File: src/rtl/lsu_pkg.sv
// lsu_pkg: funct3 codes, LSU state encoding and the access legality/alignment check
package lsu_pkg;
  localparam logic [2:0] F3_B = 3'b000;
  localparam logic [2:0] F3_H = 3'b001;
  localparam logic [2:0] F3_W = 3'b010;
  localparam logic [2:0] F3_BU = 3'b100;
  localparam logic [2:0] F3_HU = 3'b101;
  typedef enum logic [1:0] {S_IDLE, S_READ, S_WRITE, S_RESP} lsu_state_t;
  function automatic logic lsu_bad(input logic write, input logic [2:0] f3, input logic [1:0] off);
    return (write ? f3 > F3_W : !(f3 inside {F3_B, F3_H, F3_W, F3_BU, F3_HU}))
      || (f3[1:0] == F3_H[1:0] && off[0]) || (f3[1:0] == F3_W[1:0] && off != 2'b00);
  endfunction
endpackage

File: src/rtl/lsu_align.sv
// lsu_align: store lane merge (i_word+i_wdata -> o_merged) and load extract/extend (i_word -> o_load) by i_f3/i_off
module lsu_align
  import lsu_pkg::*;
(
  input  logic [31:0] i_word,
  input  logic [31:0] i_wdata,
  input  logic [2:0]  i_f3,
  input  logic [1:0]  i_off,
  output logic [31:0] o_merged,
  output logic [31:0] o_load
);
  logic [4:0] w_sh;
  logic [31:0] w_mask;
  logic [15:0] w_sft;
  logic w_word;
  assign w_word = i_f3[1:0] == F3_W[1:0];
  assign w_sh = i_f3[0] ? {i_off[1], 4'b0} : {i_off, 3'b0};
  assign w_mask = w_word ? '1 : (i_f3[0] ? 32'h0000_FFFF : 32'h0000_00FF) << w_sh;
  assign o_merged = (i_word & ~w_mask) | ((i_wdata << w_sh) & w_mask);
  assign w_sft = 16'(i_word >> w_sh);
  assign o_load = w_word ? i_word
    : i_f3[0] ? {{16{~i_f3[2] & w_sft[15]}}, w_sft}
    : {{24{~i_f3[2] & w_sft[7]}}, w_sft[7:0]};
endmodule

File: src/rtl/load_store_unit.sv
// load_store_unit: memory-stage FSM; req_* handshake in, mem_* read/RMW-write strobes out, wb_* one-cycle result pulse
module load_store_unit
  import lsu_pkg::*;
#(
  parameter int MEM_LAT = 1
) (
  input  logic        clk,
  input  logic        reset,
  input  logic        req_valid,
  output logic        req_ready,
  input  logic        req_write,
  input  logic [2:0]  req_funct3,
  input  logic [31:0] req_addr,
  input  logic [31:0] req_wdata,
  input  logic [4:0]  req_rd,
  output logic [31:0] mem_addr,
  output logic [31:0] mem_wdata,
  output logic        mem_read,
  output logic        mem_write,
  input  logic [31:0] mem_rdata,
  output logic        wb_valid,
  output logic [4:0]  wb_rd,
  output logic [31:0] wb_data,
  output logic        wb_err
);
  lsu_state_t r_state, w_next;
  logic [2:0] r_cnt, r_f3;
  logic [31:0] r_addr, r_wdata, r_word, w_merged, w_load;
  logic [4:0] r_rd;
  logic r_write, r_err, w_acc, w_bad, w_done, w_ok;
  assign w_acc = req_valid && req_ready;
  assign w_bad = lsu_bad(req_write, req_funct3, req_addr[1:0]);
  assign w_done = r_state == S_READ && r_cnt == 3'(MEM_LAT);
  always_comb begin
    w_next = r_state;
    case (r_state)
      S_IDLE: if (w_acc) w_next = w_bad ? S_RESP : (req_write && req_funct3 == F3_W) ? S_WRITE : S_READ;
      S_READ: if (w_done) w_next = r_write ? S_WRITE : S_RESP;
      S_WRITE: w_next = S_RESP;
      default: w_next = S_IDLE;
    endcase
  end
  always_ff @(posedge clk)
    if (reset) r_state <= S_IDLE;
    else r_state <= w_next;
  always_ff @(posedge clk)
    if (reset) begin
      r_cnt <= '0;
      r_f3 <= '0;
      r_addr <= '0;
      r_wdata <= '0;
      r_word <= '0;
      r_rd <= '0;
      r_write <= 1'b0;
      r_err <= 1'b0;
    end else begin
      r_cnt <= r_state == S_READ ? r_cnt + 3'd1 : 3'd0;
      if (w_acc) begin
        r_f3 <= req_funct3;
        r_addr <= req_addr;
        r_wdata <= req_wdata;
        r_rd <= req_rd;
        r_write <= req_write;
        r_err <= w_bad;
      end
      if (w_done) r_word <= mem_rdata;
    end
  lsu_align u_align (
    .i_word(r_word),
    .i_wdata(r_wdata),
    .i_f3(r_f3),
    .i_off(r_addr[1:0]),
    .o_merged(w_merged),
    .o_load(w_load)
  );
  assign req_ready = !reset && r_state == S_IDLE;
  assign mem_read = !reset && r_state == S_READ;
  assign mem_write = !reset && r_state == S_WRITE;
  assign mem_addr = reset ? '0 : {r_addr[31:2], 2'b00};
  assign mem_wdata = mem_write ? w_merged : '0;
  assign wb_valid = !reset && r_state == S_RESP;
  assign wb_err = wb_valid && r_err;
  assign w_ok = wb_valid && !r_err && !r_write;
  assign wb_rd = w_ok ? r_rd : '0;
  assign wb_data = w_ok ? w_load : '0;
endmodule

File: config.mk
export PLATFORM = sky130hd
export DESIGN_NAME = load_store_unit
export DESIGN_NICKNAME = d
export VERILOG_FILES = /design/src/rtl/lsu_pkg.sv /design/src/rtl/lsu_align.sv /design/src/rtl/load_store_unit.sv
export SDC_FILE = /design/constraint.sdc
export NUM_CORES = 1
export LEC_CHECK = 0
export ABC_AREA = 1
export CAP_MARGIN = 20
export CORE_MARGIN = 2
export CORE_UTILIZATION = 28
export CTS_CLUSTER_SIZE = 30
export DETAILED_ROUTE_END_ITERATION = 12
export PLACE_DENSITY = 0.58
export REMOVE_ABC_BUFFERS = 1
export SYNTH_ARGS = -nofsm -noshare
export SYNTH_HDL_FRONTEND = slang
export SYNTH_SLANG_ARGS = --single-unit
File: constraint.sdc
create_clock -name clk -period 2.4 [get_ports clk]
set_input_delay 0.72 -clock clk [delete_from_list [all_inputs] [get_ports clk]]
set_output_delay 0.72 -clock clk [all_outputs]
set_load 0.02 [all_outputs]
==> reports/qor.txt, run 1 <==
Final nets - 1241
GPL Wtd Cong - 0.901
Vias per Instance - 4.97
# port buffers - 211
Hold Fails Final Rpt - 0
Initial drt markers - 631
Critical-path maximum fanout - 4
Area growth, synth to finish - 71.4%
Synth area leader - dfxtp_1
Fin. max-slew vios - 0
Unique masters post-synth - 30
Max Clock Freq - 370 MHz
Row cnt - 52
Clk buf depth - 2
Area of the multi-input gates - 0.00371 sq mm
# fillers - 2017
Die ar. - 0.0221 sq mm
Clock share of power - 19.8%
FF/Latch Area - 0.00224 sq mm
Gate power share - 50.9%
Commonest non-fill, non-tap cell in the layout - nand2_1
Commonest cells after routing, fill and taps aside - nand2_1 (179), clkdlybuf4s50_1 (106), dfxtp_1 (106)
Hpwl dp - 16.2 mm
Global route overflow - 0
Cell area power density - 801 mW/mm^2
RSZ-0062 raised after global routing - true
CTS Sinks - 111
Hold-fix buffers, CTS - 0
Reg clk slew, reported paths - 70 ps
Die Height - 149 um
DRT Pass-1 Iters - 5
Critical Path RT - 1680 ps
Int Power - 4.81 mW
Root buf cell - clkbuf_16
Drc violations - 0
Htree depth - 3
CP Launch Type - flop
VDD IR max - 0.000444 V
Initial Utilization - 28.8%
Placement Cell Area - 0.00870 sq mm
Post-Syn Instances - 867
Crit path max-delay cell type - dfxtp_2
Initial antenna violation count - 1
Area contributors post-synth - dfxtp_1 (38%), nand2_1 (12%), o21ai_0 (9.2%)
Critical Path, Cell by Cell - inv_2 > nor2_4 > nand2_1 > nand3_2 > nand3_2 > nand2_4 > clkinvlp_4 > buf_6 > buf_4 > nor3_4 > buf_6
Relative slew margins - 57.8%
MaxCap Viol Count - 0
Wire per inst - 17.0 um
Failing checks - negative setup slack
All-Layer GR Usage - 20.7%
Core area - 0.0204 sq mm
CTS Buf Count - 9
Final WS setup - -304 ps
Vias in the first global route - 6441
Routed Antenna Nets - 0
Io pins - 214
First-pass GRT wire length - 35.5 mm
Crit end category - primary output
Crit Path Category - reg -> out
Share of cells above drive strength 1 - 31.0%
DP Worst Slack - -641 ps
Largest net degree at the start of global routing - 76
Routed wire length - 23.8 mm
Final core utilization - 49.4%
Vias - 6965
Sw frac - 40.2%
Worst-Skew Late Latency - 360 ps
Outcome - complete, but fails checks
Seq/Total Area, Yosys - 37.9%
Crit-path max cell delay - 360 ps
Slew at the pin closest to its max-slew limit - 633 ps
Die X-Extent - 149 um
Netlist Area Pre-Place - 0.00586 sq mm
Worst EP arrival - 1980 ps
Synth warn - 0
Sw Pwr - 3.24 mW
Yosys top cell area share - 37.9%
P_leak - 3.87 nW
Setup Skew - 5.86 ps
Tmin final - 2700 ps
Design area - 0.0101 sq mm
Syn Area/Cell - 6.76 sq um
Worst Path Buf+Inv - 5
Crit path max-delay family - simple AND/OR/NAND/NOR gates
Hold crit path type - reg -> reg
Reg power frac - 29.3%
Count of final setup violators - 68
Yosys reg bits - 111
CTS tree - built
Tcrit/Tclk final - 113%
## layer usage
layer  vias up  track usage, %  part of all wire [%]
li1       3419               -                     -
met1      3220            28.2                    45
met2       290            32.3                    45
met3        36            6.38                   8.2
met4         0            4.52                   1.5
met5         -               0                     0
## metrics by stage
step	instances	TNS, ps	hold slack (ps)	power, mW
finish	1402	-12870	456	8.05
global route	1402	-18080	486	8.54
detailed placement	1355	-46320	448	5.39
floorplan	800	-140400	421	3.88
global placement	1355	-44430	437	5.37
CTS	1392	-12760	459	7.65
## synthesized netlist by cell type, drive strengths merged
cell    number
o22ai        7
clkbuf      36
dfxtp      111
and3         1
nand3       34
a21oi       75
conb         1
o21ai      110
o31ai       57
a41oi        1
nand2      196
nor3         9
nand4        1
o211ai       1
buf         32
inv         86
nor2        85
ha           7
xnor2        1
o221ai      16
## registers in the layout, indices dropped and copies added (netlist names)
name     flops
r_addr      32
r_cnt        3
r_err        1
r_f3         3
r_rd         5
r_state      2
r_wdata     32
r_word      32
r_write      1
## cell type report
class	count	share of cell area, %
Tap cell	270	3.36
Clock inverter	6	0.660
Multi-Input combinational cell	603	36.9
Antenna cell	1	0.0249
Clock buffer	10	2.38
Sequential cell	111	22.2
Inverter	86	3.57
Timing Repair Buffer	315	30.9
## worst register-to-register path, delay by kind of cell (launching register included)
kind / cells / cell delay, ps
simple gates: 1 / 260
flops: 1 / 360
compound gates: 2 / 340
buf+inv: 4 / 750
fa+ha+maj: 1 / 160
## power by group through the flow
stage | combinational (mW) | sequential [mW] | clock, mW
3_5_place_dp | 3.05 | 2.34 | 0
4_1_cts | 3.66 | 2.34 | 1.65
2_1_floorplan | 1.56 | 2.32 | 0
3_3_place_gp | 3.04 | 2.33 | 0
5_1_grt | 4.43 | 2.39 | 1.72
6_report | 4.09 | 2.36 | 1.60
## final timing paths
path              start     endpoint  slack [ps]  depth (start not counted)
max           r_addr[0]  wb_data[15]        -300                         11
min            r_cnt[0]     r_cnt[0]         460                          1
max reg2reg  r_state[1]   r_word[15]         400                          8
min reg2reg    r_cnt[0]     r_cnt[0]         460                          1
## what timing repair did
action / CTS / global route
cloned: 3 / 1
setup buffers: 26 / 11
gates resized for setup: 519 / 178
pin swaps: 25 / 41
setup endpoints to repair: 104 / 88
## cell families after synthesis
| kind of cell | count (synthesis) | share of synthesized area, % |
|---|---|---|
| xor+xnor | 1 | 0.149 |
| simple gates | 326 | 23.1 |
| fa+ha+maj | 7 | 1.49 |
| other cells | 1 | 0.0639 |
| flops | 111 | 37.9 |
| buf+inv | 154 | 10.7 |
| compound gates | 267 | 26.6 |
Note: power is estimated with default switching activity, not from simulation.
==> run 2, diff against run 1 <==
Settings changed: PLACE_DENSITY 0.58 to 0.56, SKIP_LAST_GASP from default to 1.
Clock period 2.4 ns to 3.05 ns, I/O delays scaled along.
==> reports/qor.txt, run 2 (same netlist as run 1, synthesis figures left out) <==
Outcome - finished clean
Max Clock Freq - 330 MHz
Critical Path, Cell by Cell - buf_4 > inv_6 > nand2_4 > nor3_4 > buf_4 > buf_6 > o21ai_0 > nor2_1 > clkdlybuf4s15_2
Row cnt - 52
Vias - 6627
Setup Skew - 4.49 ps
Io pins - 214
Hpwl dp - 15.5 mm
Crit Path Category - in -> out
Worst-Skew Late Latency - 360 ps
CTS Sinks - 111
Routed wire length - 21.6 mm
Count of final setup violators - 0
Cell area power density - 615 mW/mm^2
CTS tree - built
Worst Path Buf+Inv - 5
Crit path max-delay cell type - clkdlybuf4s15_2
Root buf cell - clkbuf_16
Biggest regs - r_addr (32), r_wdata (32), r_word (32)
Initial Utilization - 28.8%
Final core utilization - 42.6%
P_leak - 3.58 nW
GPL Wtd Cong - 0.894
Cell count of the worst hold path - 1
Worst EP arrival - 2110 ps
All-Layer GR Usage - 19.2%
CP Launch Type - input port
Critical Path RT - 2130 ps
RSZ-0062 raised after global routing - true
Commonest cells after routing, fill and taps aside - nand2_1 (189), clkdlybuf4s50_1 (109), dfxtp_1 (109)
Critical-path maximum fanout - 8
Reg2reg setup slack - 1360 ps
Tcrit/Tclk final - 99.2%
VDD IR max - 0.000340 V
Hold Fails Final Rpt - 0
Vias in the first global route - 6076
Crit-path max cell delay - 270 ps
Most used routing layer in global routing - met2
# port buffers - 211
Initial antenna violation count - 1
Levels on crit path - 9
Die X-Extent - 149 um
Final nets - 1192
Tmin final - 3030 ps
Hold crit path type - reg -> reg
Vias per Instance - 4.90
Area growth, synth to finish - 47.8%
Cell mode on critical path - buf_4
Reg clk slew, reported paths - 80 ps
Share of cells above drive strength 1 - 14.6%
Total design power - 5.33 mW
Global route overflow - 0
MaxCap Viol Count - 0
Worst-case reg-to-reg path depth - 7
Largest net degree at the start of global routing - 78
Die ar. - 0.0221 sq mm
CTS Buf Count - 9
Initial drt markers - 476
Met3 usage - 5.77%
DRT Pass-1 Iters - 5
Routed Antenna Nets - 0
Die Height - 149 um
Met1 global-route usage - 26.4%
Area of the multi-input gates - 0.00308 sq mm
Drc violations - 0
Crit end category - primary output
Core area - 0.0204 sq mm
Met2 usage - 30.1%
Htree depth - 3
Fin. max-slew vios - 0
First-pass GRT wire length - 33.1 mm
# fillers - 2186
Clk buf depth - 2
Crit path max-delay family - buffers and inverters
FF/Latch Area - 0.00222 sq mm
Wire per inst - 16.0 um
Commonest non-fill, non-tap cell in the layout - nand2_1
Hold-fix buffers, CTS - 0
-- run 2: worst register-to-register path, cell delays in order (launching register included) --
cell and delay [ps]:
dfxtp_1 410, inv_1 90, ha_1 250, and3_4 270
o21ai_0 300, nor2_1 110, nand2_1 90, a21oi_1 50
-- run 2: path summary, 6_finish.rpt --
check,from,endpoint
worst min register to register,r_cnt[0],r_cnt[0]
worst max-delay path,reset,wb_data[16]
worst min-delay path,r_cnt[0],r_cnt[0]
worst max register to register,r_state[0],r_state[0]
-- run 2: layout make-up --
cell class | instances | area share (%)
Multi-Input combinational cell | 603 | 35.5
Timing Repair Buffer | 266 | 27.8
Sequential cell | 111 | 25.7
Tap cell | 270 | 3.90
Inverter | 86 | 3.81
Clock buffer | 10 | 2.64
Clock inverter | 6 | 0.707
Antenna cell | 1 | 0.0289
-- run 2: report_power, final --
group	total, mW	switching (mW)	internal, mW
registers	1.81	0.132	1.68
logic	2.31	1.40	0.908
clock network	1.21	0.575	0.636
-- run 2: metal layers --
layer / share of wire (%) / vias to the layer above
met2: 44 / 242
met4: 1.1 / 0
met5: 0 / -
met1: 46 / 3058
met3: 9.1 / 21
li1: - / 3306
-- run 2: timing repair --
item                       4_1_cts  5_1_grt
gates cloned                     0        1
pin swaps                        0        5
setup endpoints to repair       94       63
buffers inserted                 1        8
resized for setup              140      115
-- run 2: metrics by stage --
step | instances | cell area [sq um] | setup TNS (ps) | worst slack (ps) | hold WS [ps]
5_1_grt | 1353 | 8670 | -395 | -72.0 | 480
6_report | 1353 | 8670 | 0 | 23.9 | 454
3_5_place_dp | 1326 | 8470 | -15040 | -431 | 445
4_1_cts | 1343 | 8710 | -1580 | -200 | 463
3_3_place_gp | 1326 | 8470 | -14140 | -372 | 435
2_1_floorplan | 800 | 5560 | -84630 | -1590 | 421
==> run 3, diff against run 2 <==
Settings changed: SKIP_CTS_REPAIR_TIMING from default to 1.
==> reports/qor.txt, run 3 (same netlist as run 1, synthesis figures left out) <==
Top Layer Used - met4
Post-route setup TNS - -108 ps
Outcome - complete, but fails checks
Final WS setup - -60.8 ps
Initial drt markers - 428
Biggest regs - r_addr (32), r_wdata (32), r_word (32)
GPL Wtd Cong - 0.894
Critical Path RT - 2130 ps
Commonest non-fill, non-tap cell in the layout - nand2_1
MaxCap Viol Count - 0
Routed Antenna Nets - 0
First-pass GRT wire length - 32.9 mm
DRT Pass-1 Iters - 5
Hpwl dp - 15.5 mm
Cell area power density - 594 mW/mm^2
Die X-Extent - 149 um
Initial Utilization - 28.8%
Row cnt - 52
Global route overflow - 0
Count of final setup violators - 2
Tcrit/Tclk final - 102%
Reg2reg setup slack - 1360 ps
Clk buf depth - 2
Share of cells above drive strength 1 - 10.7%
Design area - 0.00890 sq mm
Placement Cell Area - 0.00847 sq mm
# port buffers - 211
VDD IR max - 0.000335 V
Total design power - 5.28 mW
Final core utilization - 43.7%
Routed length on met1 - 9.93 mm
Failing checks - negative setup slack
CTS Buf Count - 9
Placed Cells - 1326
CTS Sinks - 111
Critical-path maximum fanout - 15
Commonest cells after routing, fill and taps aside - nand2_1 (189), clkdlybuf4s50_1 (109), dfxtp_1 (109)
Routed wire length - 21.5 mm
Largest net degree at the start of global routing - 78
Worst EP arrival - 2200 ps
Wire per inst - 16.0 um
Routed wl met3 - 1.77 mm
Fin. max-slew vios - 0
DP Worst Slack - -431 ps
Worst-Skew Late Latency - 360 ps
Crit path max-delay cell type - nor3_1
Setup Skew - 4.74 ps
Die ar. - 0.0221 sq mm
Reg clk slew, reported paths - 70 ps
RSZ-0062 raised after global routing - true
Final nets - 1182
Crit end category - primary output
CP Launch Type - input port
Die Height - 149 um
All-Layer GR Usage - 19.1%
Critical Path, Cell by Cell - buf_4 > inv_2 > nand2_2 > nor3_4 > inv_4 > nor3_1 > dlymetal6s2s_1
CTS tree - built
Initial antenna violation count - 2
# fillers - 2139
Vias - 6599
Core area - 0.0204 sq mm
Hold crit path type - reg -> reg
Htree depth - 3
Area growth, synth to finish - 51.7%
Root buf cell - clkbuf_16
Hold WS - 454 ps
P_leak - 4.62 nW
Crit Path Category - in -> out
Vias in the first global route - 6051
Routed wl met2 - 9.54 mm
Io pins - 214
Vias per Instance - 4.91
Max Clock Freq - 321 MHz
Tmin final - 3110 ps
Drc violations - 0
Hold Fails Final Rpt - 0
Crit-path max cell delay - 360 ps
Post-Layout Cell Count - 1344
-- run 3: cell types whose count changed in the layout (fill, tap and decap cells not counted), sizes merged --
cell           change
dlymetal6s2s      +75
dlygate4sd2       -45
buf               -24
clkbuf            -13
clkdlybuf4s15      -3
diode              +1
-- run 3: per-layer routing --
metal / GRT usage [%] / up-vias
met4: 4.57 / 0
met5: 0 / -
met1: 26.4 / 3053
met3: 5.77 / 22
met2: 29.4 / 244
li1: - / 3280
-- run 3: final cells by class --
cell class / instances / area [sq um] / area share, %
Antenna cell: 2 / 5.00 / 0.0562
Clock buffer: 10 / 229 / 2.57
Clock inverter: 6 / 61.3 / 0.689
Inverter: 86 / 325 / 3.66
Multi-Input combinational cell: 603 / 3030 / 34.1
Sequential cell: 111 / 2220 / 25.0
Tap cell: 270 / 338 / 3.80
Timing Repair Buffer: 256 / 2680 / 30.1
-- run 3: critical path, delay by kind of cell --
family | cells | cell delay [ps]
and+or+nand+nor | 3 | 640
buffers and inverters | 4 | 630
-- run 3: report_power, final --
group	internal (mW)	switching (mW)	leakage [nW]
clock	0.636	0.575	0.142
sequential	1.68	0.133	0.909
combinational	0.893	1.36	3.57
-- run 3: final timing paths --
check | from | to | cells after the start
max reg2reg | r_state[0] | r_state[0] | 7
min | r_cnt[0] | r_cnt[0] | 1
min reg2reg | r_cnt[0] | r_cnt[0] | 1
max | reset | wb_data[11] | 7
